<file path="src/rtl/paint_region.sv">
// Rectangle painter for the framebuffer write path: solid, checker and
// stripe fills of a clipped region, emitted as ready/valid pixel writes.
module paint_region #(
    parameter int COOR_WIDTH    = 11,
    parameter int WIDTH         = 1280,
    parameter int HEIGHT        = 300,
    parameter int PALETTE_WIDTH = 2
) (
    input  logic                     clk_33m,
    input  logic                     rst,
    input  logic                     start,
    input  logic [COOR_WIDTH-1:0]    x0,
    input  logic [COOR_WIDTH-1:0]    y0,
    input  logic [COOR_WIDTH-1:0]    w,
    input  logic [COOR_WIDTH-1:0]    h,
    input  logic [1:0]               mode,
    input  logic [PALETTE_WIDTH-1:0] color_a,
    input  logic [PALETTE_WIDTH-1:0] color_b,
    input  logic [2:0]               tile_shift,
    input  logic                     write_ready,
    output logic                     write_en,
    output logic [COOR_WIDTH-1:0]    write_x,
    output logic [COOR_WIDTH-1:0]    write_y,
    output logic [PALETTE_WIDTH-1:0] write_palette,
    output logic                     busy,
    output logic                     finished
);

    localparam int CW = COOR_WIDTH;
    localparam logic [CW:0] X_LIM = (CW+1)'(WIDTH);
    localparam logic [CW:0] Y_LIM = (CW+1)'(HEIGHT);

    typedef enum logic [1:0] {
        IDLE,
        PAINT,
        DONE
    } state_t;

    state_t state, state_next;

    logic [CW-1:0]            x0_q, last_x, last_y;
    logic [CW-1:0]            x, y, rx, ry;
    logic [1:0]               mode_q;
    logic [PALETTE_WIDTH-1:0] ca_q, cb_q;
    logic [2:0]               shift_q;

    // Clip arithmetic is one bit wider so x0+w cannot wrap.
    logic [CW:0] sum_x, sum_y, x_end, y_end, x_end_m1, y_end_m1;
    logic        degenerate, can_start, accept, last_col, last_pix;

    always_comb begin
        sum_x      = {1'b0, x0} + {1'b0, w};
        sum_y      = {1'b0, y0} + {1'b0, h};
        x_end      = (sum_x > X_LIM) ? X_LIM : sum_x;
        y_end      = (sum_y > Y_LIM) ? Y_LIM : sum_y;
        x_end_m1   = x_end - 1'b1;
        y_end_m1   = y_end - 1'b1;
        degenerate = (w == '0) || (h == '0)
                   || ({1'b0, x0} >= X_LIM) || ({1'b0, y0} >= Y_LIM);
    end

    assign can_start = start && (state != PAINT);
    assign accept    = (state == PAINT) && write_ready;
    assign last_col  = (x == last_x);
    assign last_pix  = last_col && (y == last_y);

    always_ff @(posedge clk_33m or posedge rst) begin
        if (rst) state <= IDLE;
        else     state <= state_next;
    end

    always_comb begin
        state_next = state;
        unique case (state)
            IDLE, DONE: begin
                if (start) state_next = degenerate ? DONE : PAINT;
            end
            PAINT: begin
                if (accept && last_pix) state_next = DONE;
            end
            default: state_next = IDLE;
        endcase
    end

    always_ff @(posedge clk_33m or posedge rst) begin
        if (rst) begin
            x0_q    <= '0;
            last_x  <= '0;
            last_y  <= '0;
            x       <= '0;
            y       <= '0;
            rx      <= '0;
            ry      <= '0;
            mode_q  <= '0;
            ca_q    <= '0;
            cb_q    <= '0;
            shift_q <= '0;
        end else if (can_start) begin
            x0_q    <= x0;
            last_x  <= x_end_m1[CW-1:0];
            last_y  <= y_end_m1[CW-1:0];
            x       <= x0;
            y       <= y0;
            rx      <= '0;
            ry      <= '0;
            mode_q  <= mode;
            ca_q    <= color_a;
            cb_q    <= color_b;
            shift_q <= tile_shift;
        end else if (accept) begin
            // Wrap to the next row in the same cycle: no bubble at line end.
            if (last_col) begin
                x  <= x0_q;
                rx <= '0;
                y  <= y + 1'b1;
                ry <= ry + 1'b1;
            end else begin
                x  <= x + 1'b1;
                rx <= rx + 1'b1;
            end
        end
    end

    logic                     sel_b;
    logic [PALETTE_WIDTH-1:0] pal;

    always_comb begin
        sel_b = 1'b0;
        unique case (mode_q)
            2'd0: sel_b = 1'b0;
            2'd1: sel_b = rx[shift_q] ^ ry[shift_q];
            2'd2: sel_b = ry[shift_q];
            2'd3: sel_b = rx[shift_q];
            default: sel_b = 1'b0;
        endcase
        pal = sel_b ? cb_q : ca_q;
    end

    assign write_en      = (state == PAINT);
    assign busy          = (state == PAINT);
    assign finished      = (state == DONE);
    assign write_x       = write_en ? x : '0;
    assign write_y       = write_en ? y : '0;
    assign write_palette = write_en ? pal : '0;

endmodule

</file>
<file path="config.mk">
export PLATFORM = sky130hd
export DESIGN_NAME = paint_region
export DESIGN_NICKNAME = d
export VERILOG_FILES = /design/src/rtl/paint_region.sv
export SDC_FILE = /design/constraint.sdc
export NUM_CORES = 1
export LEC_CHECK = 0
export ABC_AREA = 1
export CORE_MARGIN = 4
export CORE_UTILIZATION = 51
export CTS_BUF_LIST = sky130_fd_sc_hd__clkbuf_16
export DETAILED_ROUTE_END_ITERATION = 6
export PLACE_DENSITY = 0.85
export SLEW_MARGIN = 40
export SYNTH_ARGS = -nofsm -noshare
export SYNTH_HDL_FRONTEND = slang
export SYNTH_SLANG_ARGS = --single-unit
</file>
<file path="constraint.sdc">
create_clock -name clk_33m -period 2.8 [get_ports clk_33m]
set_input_delay 0.7 -clock clk_33m [delete_from_list [all_inputs] [get_ports clk_33m]]
set_output_delay 0.7 -clock clk_33m [all_outputs]
set_load 0.01 [all_outputs]
</file>
Yosys cells after proc, flatten, opt, wreduce, memory -nomap -nowiden
Index checks and enable logic that the tools add are counted.
{"block": "op_classes", "add_sub_neg": 8, "magnitude_cmp": 5, "n_eq_ne": 10, "n_mux": 27, "n_bitwise": 1, "n_reduce_logical": 16}
{"op": "$mux 11", "n": 16}
{"op": "$add 11x1->11 const B", "n": 4}
{"op": "$add 11x11->12", "n": 2}
{"op": "$eq 11x11->1", "n": 2}
{"op": "$logic_not 11->1", "n": 2}
{"op": "$sub 11x1->11 const B", "n": 2}
{"op": "$gt 12x11->1 const B", "n": 1}
{"op": "$gt 12x9->1 const B", "n": 1}
{"op": "$ge 11x11->1 const B", "n": 1}
{"op": "$ge 11x9->1 const B", "n": 1}
{"op": "$mux 2", "n": 5}
{"op": "$bmux 1 s3", "n": 2}
{"op": "$eq 2x2->1 const B", "n": 3}
{"op": "$lt 3x5->1 const B", "n": 1}
{"op": "$eq 2x1->1 const B", "n": 2}
{"op": "$logic_and 1x1->1", "n": 4}
{"op": "$logic_not 2->1", "n": 2}
{"op": "$ne 2x1->1 const B", "n": 2}
{"op": "$pmux 1 s4", "n": 1}
{"op": "$pmux 2 s2", "n": 1}
{"op": "$reduce_and 2->1", "n": 2}
{"op": "$reduce_bool 2->1", "n": 2}
{"op": "$logic_or 1x1->1", "n": 3}
{"op": "$mux 1", "n": 2}
{"op": "other kinds (3)", "n": 3}
{"block": "totals", "register_bits": 88, "input_bits": 57, "output_inout_bits": 27}

Depth between registers and ports, before layout
Gate-level depths: netlist (run 1).
{"block": "logic_depth", "depth_word": 7, "ltp_mapped": 24, "mapped_depth_nobuf": 23}

Worst setup path before layout (run 1)
Ideal clock, no wire load.
{"block": "synth_timing", "path_type": "in2reg", "start": "input x0[0]", "end": "register last_x[8]", "t_arrival_ns": 2.965, "required_time_ns": 2.682, "setup_slack_ns": -0.283, "path_stages": 19, "n_path_buf": 1, "path_cell_list": "ha_1 > inv_1 > fa_1 > xnor2_1 > nor3_2 > inv_1 > or2_4 > nor3_2 > nand2_1 > nand2_2 > buf_6 > nand2_1 > ha_1 > nand2_1 > inv_1 > nand2_1 > nand2_1 > nand3_1 > nand2_1"}
{"block": "synth_via", "elab_chain_len": 4}
{"element": "start, declared", "line": "12", "rtl": "input logic [COOR_WIDTH-1:0] x0,"}
{"element": "$add 11x11->12 *", "line": "52", "rtl": "sum_x = {1'b0, x0} + {1'b0, w};"}
{"element": "$gt 12x11->1", "line": "54", "rtl": "x_end = (sum_x > X_LIM) ? X_LIM : sum_x;"}
{"element": "$mux 11 *", "line": "54"}
{"element": "$sub 11x1->11 *", "line": "56", "rtl": "x_end_m1 = x_end - 1'b1;"}
{"element": "end signal, assigned", "line": "100", "rtl": "last_x <= x_end_m1[CW-1:0];"}
{"element": "end, declared", "line": "41", "rtl": "logic [CW-1:0] x0_q, last_x, last_y;"}
Mark *: on every way between the ends. The rest lies on a longest branch, timed or not.
A chain may end at the register's enable or synchronous reset.

Final worst setup path (run 1)
{"block": "layout_timing", "start": "input y0[7]", "end": "register last_y[6]"}
{"block": "layout_via", "elab_chain_len": 4}
{"element": "start, declared", "line": "13", "rtl": "input logic [COOR_WIDTH-1:0] y0,"}
{"element": "$add 11x11->12", "line": "53", "rtl": "sum_y = {1'b0, y0} + {1'b0, h};"}
{"element": "$gt 12x9->1", "line": "55", "rtl": "y_end = (sum_y > Y_LIM) ? Y_LIM : sum_y;"}
{"element": "$mux 11", "line": "55"}
{"element": "$sub 11x1->11", "line": "57", "rtl": "y_end_m1 = y_end - 1'b1;"}
{"element": "end signal, assigned", "line": "101", "rtl": "last_y <= y_end_m1[CW-1:0];"}
{"element": "end, declared", "line": "41"}
No other way between the ends.

==> impl_metrics.py, run 1 <==
metrics = {
    "run_status": {
        "status": "finished, violations left",
        "violations": "design-rule violations, negative setup slack",
    },
    "die": {
        "initial_core_util_pct": 52.3,
        "core-area_um2": 12100,
        "die_x_um": 119,
        "pin_count": 84,
        "rows": 40,
        "die_y_um": 119,
        "dieArea_um2": 14300,
    },
    "worst_hold_path": {
        "hold_path.class": "flip-flop to flip-flop",
        "holdPathStages": 2,
    },
    "timing": {
        "holdWs_ns": 0.495,
        "setup_violations": 32,
        "setup_ws_ns": -0.501,
        "finalHoldViolations": 0,
        "max_freq_ghz": 0.303,
        "slew_headroom_pct": 52.9,
        "fin_crit_ns": 3.30,
        "rsz0062_at_grt": "true",
        "fin_crit_sh_pct": 118,
        "finClkSkew_ns": 0.0146,
        "slew_violations": 0,
        "worstMarginPinSlew_ns": 0.706,
    },
    "cells_and_area": {
        "num-fill-cells": 674,
        "final_cell_mix": "nand2_1, buf_4, inv_1",
        "final_cell_area_um2": 9880,
        "layout.nets": 1264,
        "drive_gt1_share_pct": 34.4,
        "mostFrequentLayoutCell": "nand2_1",
        "final_cells": 1351,
        "area_delta_synth_final_pct": 55.9,
    },
    "power_and_ir_drop": {
        "power_mw": 5.19,
        "seq_power_share_pct": 30.1,
        "peakVddDrop_uv": 311,
        "power.switching_mw": 2.07,
        "switching_share_pct": 39.8,
        "cellPowerDensity_nw_per_um2": 525,
        "internal-power_mw": 3.12,
        "clkPwrFrac_pct": 24.7,
        "p_comb_share_pct": 45.2,
        "power_leakage_nw": 4.75,
    },
    "yosys": {
        "synth_edf_count": 0,
        "synth_top_area_share_pct": 32.4,
        "synth_fp_nets": 1028,
        "syn_area_um2": 6340,
        "synth_top_flop_cell": "dfrtp_1",
        "synth_area_per_cell_um2": 6.74,
        "synth.area.top_cells": "dfrtp_1, nand2_1, inv_1",
        "synth-seq-cells": 82,
        "ys_seq_area_share_pct": 32.4,
        "synth.largest_area_cell": "dfrtp_1",
        "synthArstFlopShare_pct": 100,
        "synth_cell_types": 53,
        "syn_inst": 941,
        "yosys_warnings": 0,
    },
    "worst_setup_path": {
        "critPathArrivalTime_ns": 3.58,
        "r2r_cells": 11,
        "end_kind": "flip-flop",
        "path_max_fanout": 4,
        "r2r_setup_slack_ns": 0.43,
        "worstPathRequired_ns": 3.08,
        "crit_type": "primary input to flip-flop",
        "worstSetupStartpointType": "primary input",
    },
    "global_routing": {
        "grt_usage_pct": 32.9,
        "grt_pass1_vias": 7910,
        "grt_max_degree": 68,
        "grt_pass1_wl_um": 38200,
        "grt_overflow_total": 0,
        "antenna_found_initial": 1,
    },
    "drt": {
        "wirelength_um": 29600,
        "firstDrtPassIters": 7,
        "drt_iter0_markers": 1320,
        "viasPerCell": 6.41,
        "wl_per_cell_um": 21.9,
        "ant_nets": 0,
        "vias": 8655,
        "drc": 60,
    },
    "clock_network": {
        "numCtsBuffers": 9,
        "clockBufferDepth": 2,
        "clk_pin_slew_worst_paths_ns": 0.07,
        "cts_tree": "yes",
        "clk_latency_ns": 0.36,
        "cts.sinks": 82,
        "clockRootBuffer": "clkbuf_16",
        "cts-htree-levels": 3,
        "ctsHoldBuffers": 0,
    },
    "placement": {
        "place_inst": 1287,
        "place_ws_ns": -0.864,
        "dp_hpwl_um": 14200,
        "gp_congestion": 0.918,
        "port_buffers": 83,
        "place_area_um2": 8320,
    },
    "job": {
        "maxCapViolCount": 0,
    },
}
==> registers in the layout, summed over array words and instances (netlist names) <==
| name | count |
|---|---|
| last_x | 11 |
| last_y | 11 |
| x0_q | 11 |
| x | 11 |
| y | 11 |
| rx | 8 |
| ry | 8 |
| shift_q | 3 |
| ca_q | 2 |
| cb_q | 2 |
| mode_q | 2 |
| state | 2 |
==> timing repair <==
action	CTS	global route
cloned	1	2
pin swaps	63	56
buffers inserted	29	15
endpoints found under the setup margin	24	45
gates resized for setup	160	160
endpoints found under the hold margin	0	0
==> layer usage <==
layer,part of all wire (%),track usage (%),vias up
li1,-,-,3538
met1,32,36.8,3882
met2,44,56.4,878
met3,12,7.96,357
met4,11,20.3,0
met5,0,0,-
==> Yosys cell counts, drive strengths merged (4+ instances only) <==
| library cell | n |
|---|---|
| a21oi | 53 |
| a31oi | 6 |
| buf | 8 |
| clkbuf | 18 |
| dfrtp | 82 |
| ha | 28 |
| inv | 143 |
| nand2 | 241 |
| nand3 | 72 |
| nand4 | 10 |
| nor2 | 93 |
| nor3 | 22 |
| nor4 | 9 |
| o21ai | 79 |
| o22ai | 4 |
| or2 | 4 |
| xnor2 | 16 |
| xor2 | 19 |
==> logic make-up after synthesis <==
logic type | count (synthesis) | share of synthesized area (%)
AO/OA/AOI/OAI | 167 | 14.7
XOR/XNOR | 35 | 4.84
AND/OR/NAND/NOR | 457 | 31.4
buffers and inverters | 170 | 10.5
flip-flops | 82 | 32.4
adder cells (fa/ha/maj) | 30 | 6.16
==> final cells by class <==
cell class,instances,area [µm²],area share (%)
diodes,1,2.50,0.0253
clock buffers,9,225,2.28
clock inverters,7,85.1,0.861
inverters,144,551,5.57
multi-input cells,690,4610,46.7
flip-flops and latches,82,2050,20.8
well taps,168,210,2.13
repair buffers,249,2130,21.6
repair inverters,1,7.51,0.0759
==> worst max-delay path, cell delays in order <==
cell and delay, ns:
dlygate4sd2_1 0.29, ha_4 0.32, nand2_1 0.13, nor2_2 0.17, nand3_1 0.14, nand4_1 0.17
nand3_2 0.13, nor2_4 0.15, o21ai_2 0.09, nand2_2 0.12, or2_4 0.16, ha_4 0.18
nand4_1 0.19, buf_4 0.22, o21ai_2 0.13, nand3_1 0.13, nand2_1 0.15
==> power by group through the flow <==
stage	Combinational (mW)	Clock, mW	Sequential (mW)
final	2.35	1.28	1.56
after global routing	2.48	1.33	1.57
after CTS	1.81	1.25	1.53
after detailed placement	1.57	0	1.54
after global placement	1.52	0	1.53
after floorplan	0.980	0	1.50
==> worst paths after layout <==
check	startpoint	endpoint
worst min-delay path	x0_q[2]	x0_q[2]
min in group asynchronous	rst	cb_q[0]
worst max-delay path	y0[7]	last_y[6]
worst min register to register	x0_q[2]	x0_q[2]
max in group asynchronous	rst	last_x[7]
worst max register to register	state[0]	y[3]
==> metrics by stage <==
stage	TNS (ns)	util, %
after global routing	-8.65	81.6
final	-5.80	81.6
after global placement	-13.77	68.7
after CTS	-0.225	76.4
after detailed placement	-15.66	68.7
after floorplan	-0.675	-
Note: power is estimated with default switching activity, not from simulation.
==> run 2: changes to the inputs <==
Settings changed: ABC_CLOCK_PERIOD_IN_PS set to 2800.
==> results of run 2 <==
No change in the layout: final DEF, timing and power equal those of run 1.
==> run 3: changes to the inputs <==
Settings changed: ABC_CLOCK_PERIOD_IN_PS 2800 to 2770, CAP_MARGIN set to 20, GPL_TIMING_DRIVEN set to 0.
Clock period 2.8 ns to 2.77 ns, I/O delays scaled along.
==> run 3 against run 2 <==
Net effect:
- the run ends with negative setup slack left
- routed wire length decreased by 24%
- sequential share of layout area is 2.5 points higher
- worst setup slack gained 0.23 ns
- final area is 11% lower
- register-to-register slack got worse by 0.11 ns
- clock skew decreased by 0.010 ns
- sequential cell count did not move
- critical endpoint is now last_y[8]
- largest cell class unchanged
- largest power group unchanged
==> impl_metrics.py, run 3 (synthesis results as in run 1) <==
metrics = {
    "global_routing": {
        "grt_max_degree": 25,
        "grt_usage_pct": 27.5,
        "grt_pass1_wl_um": 31900,
        "antenna_found_initial": 0,
        "grt_pass1_vias": 6791,
        "grt_overflow_total": 0,
    },
    "timing": {
        "worstMarginPinSlew_ns": 0.707,
        "finalHoldViolations": 0,
        "finClkSkew_ns": 0.00414,
        "fin_crit_ns": 3.04,
        "max_freq_ghz": 0.329,
        "holdWs_ns": 0.472,
        "rsz0062_at_grt": "true",
        "setup_violations": 17,
        "slew_violations": 0,
        "slew_headroom_pct": 52.9,
        "finalSetupTns_ns": -1.99,
        "fin_crit_sh_pct": 110,
        "setup_ws_ns": -0.269,
    },
    "worst_setup_path": {
        "end_kind": "flip-flop",
        "worstPathRequired_ns": 3.00,
        "crit_family": "simple AND/OR/NAND/NOR gates",
        "critPathArrivalTime_ns": 3.27,
        "crit-reg2reg-launch": "state[0]",
        "worstPathCellList": "dlygate4sd2_1, ha_4, nand2_1, nand2_1, a21oi_2, nand3_1, nand2_2, nand3_2, nor2_2, o21ai_1, nand2_2, nor2_4, inv_2, ha_4, nand4_1, nor2_2, nand3_2, nand3_2, nand2_1",
        "startpoint": "y0[8]",
        "crit_type": "primary input to flip-flop",
        "crit_buf_inv": 2,
        "worstSetupStartpointType": "primary input",
        "crit_slowest_cell": "dlygate4sd2_1",
        "cp_slowest_stage_delay_ns": 0.28,
        "path_max_fanout": 5,
    },
    "power_and_ir_drop": {
        "power_leakage_nw": 4.21,
        "power.switching_mw": 1.73,
        "seq_power_share_pct": 34.6,
        "p_comb_share_pct": 41.2,
        "clkPwrFrac_pct": 24.2,
        "cellPowerDensity_nw_per_um2": 508,
        "switching_share_pct": 38.6,
        "power_mw": 4.49,
        "peakVddDrop_uv": 246,
        "internal-power_mw": 2.76,
    },
    "clock_network": {
        "cts_tree": "yes",
        "clockBufferDepth": 2,
        "clk_pin_slew_worst_paths_ns": 0.06,
        "numCtsBuffers": 9,
        "cts.sinks": 82,
        "clockRootBuffer": "clkbuf_16",
        "cts-htree-levels": 3,
        "clk_latency_ns": 0.35,
    },
    "cells_and_area": {
        "final_cell_area_um2": 8840,
        "antenna_cells": 0,
        "seq_area_um2": 2060,
        "final_cell_mix": "nand2_1, inv_1, nor2_1",
        "drive_gt1_share_pct": 23.0,
        "mostFrequentLayoutCell": "nand2_1",
        "fin_util_pct": 73.0,
        "area_delta_synth_final_pct": 39.5,
        "num-fill-cells": 889,
        "final_cells": 1265,
        "layout.nets": 1179,
        "multi_input_area_um2": 4330,
    },
    "run_status": {
        "violations": "negative setup slack",
        "status": "finished, violations left",
    },
    "drt": {
        "viasPerCell": 5.84,
        "drt_iter0_markers": 672,
        "vias": 7387,
        "wl_per_cell_um": 17.7,
        "firstDrtPassIters": 7,
        "drc": 0,
        "ant_nets": 0,
        "wirelength_um": 22400,
    },
    "placement": {
        "dp_hpwl_um": 14500,
        "place_ws_ns": -0.999,
        "place_inst": 1196,
        "port_buffers": 83,
        "place_area_um2": 7580,
        "gp_congestion": 0.945,
    },
    "worst_hold_path": {
        "min_from": "x0_q[1]",
        "hold_path.class": "flip-flop to flip-flop",
    },
    "job": {
        "maxCapViolCount": 0,
    },
    "die": {
        "initial_core_util_pct": 52.3,
        "rows": 40,
        "dieArea_um2": 14300,
        "die_y_um": 119,
        "pin_count": 84,
        "die_x_um": 119,
        "core-area_um2": 12100,
    },
}
run 3: cell count changes in the layout (fill, tap and decap cells not counted), sizes merged, moves of 2 or more:
cell	before	now
inv	142	144
bufinv	2	0
buf	173	74
dlymetal6s2s	4	1
clkbuf	18	34
clkinvlp	4	2
dlygate4sd2	21	25
run 3: routing by layer:
metal	vias up	track usage [%]	share of wire [%]
met5	-	0	0
met4	0	13.8	5.4
met3	115	3.20	7.1
met2	443	47.3	48
met1	3455	34.3	39
li1	3374	-	-
run 3: power by group through the flow:
stage	clock network [mW]	registers, mW	logic, mW
5_1_grt	1.12	1.57	2.00
6_report	1.09	1.55	1.85
3_3_place_gp	0	1.55	1.32
4_1_cts	1.08	1.54	1.53
2_1_floorplan	0	1.51	0.990
3_5_place_dp	0	1.55	1.37
run 3: layout make-up:
| class | count | area share [%] |
|---|---|---|
| Sequential cell | 82 | 23.2 |
| Inverter | 144 | 6.16 |
| Timing Repair Buffer | 140 | 14.7 |
| Clock inverter | 7 | 0.425 |
| Clock buffer | 9 | 2.55 |
| Multi-Input combinational cell | 689 | 49.0 |
| Tap cell | 168 | 2.38 |
| Buffer | 26 | 1.54 |
run 3: worst reg2reg max path: cells and delay by family, from the launching register on:
kind	cells	cell delay, ns
and+or+nand+nor	3	0.49
DFF	1	0.44
AOI/OAI and AO/OA	1	0.15
buffers and inverters	4	1.28
run 3: worst paths after layout:
check	slack [ns]	cells past startpoint	endpoint
max in group asynchronous	1.58	4	x[6]
hold / removal	0.47	2	x0_q[1]
setup / recovery	-0.27	19	last_y[8]
hold reg to reg	0.47	2	x0_q[1]
min in group asynchronous	0.63	2	cb_q[0]
setup reg to reg	0.32	8	x0_q[8]
run 3: what timing repair did:
action | CTS | global route
gates resized for setup | 147 | 106
gates cloned | 0 | 2
hold buffers | 0 | 0
endpoints found under the hold margin | 0 | 0
setup buffers | 29 | 22
pin swaps | 42 | 56
setup endpoints to repair | 50 | 68
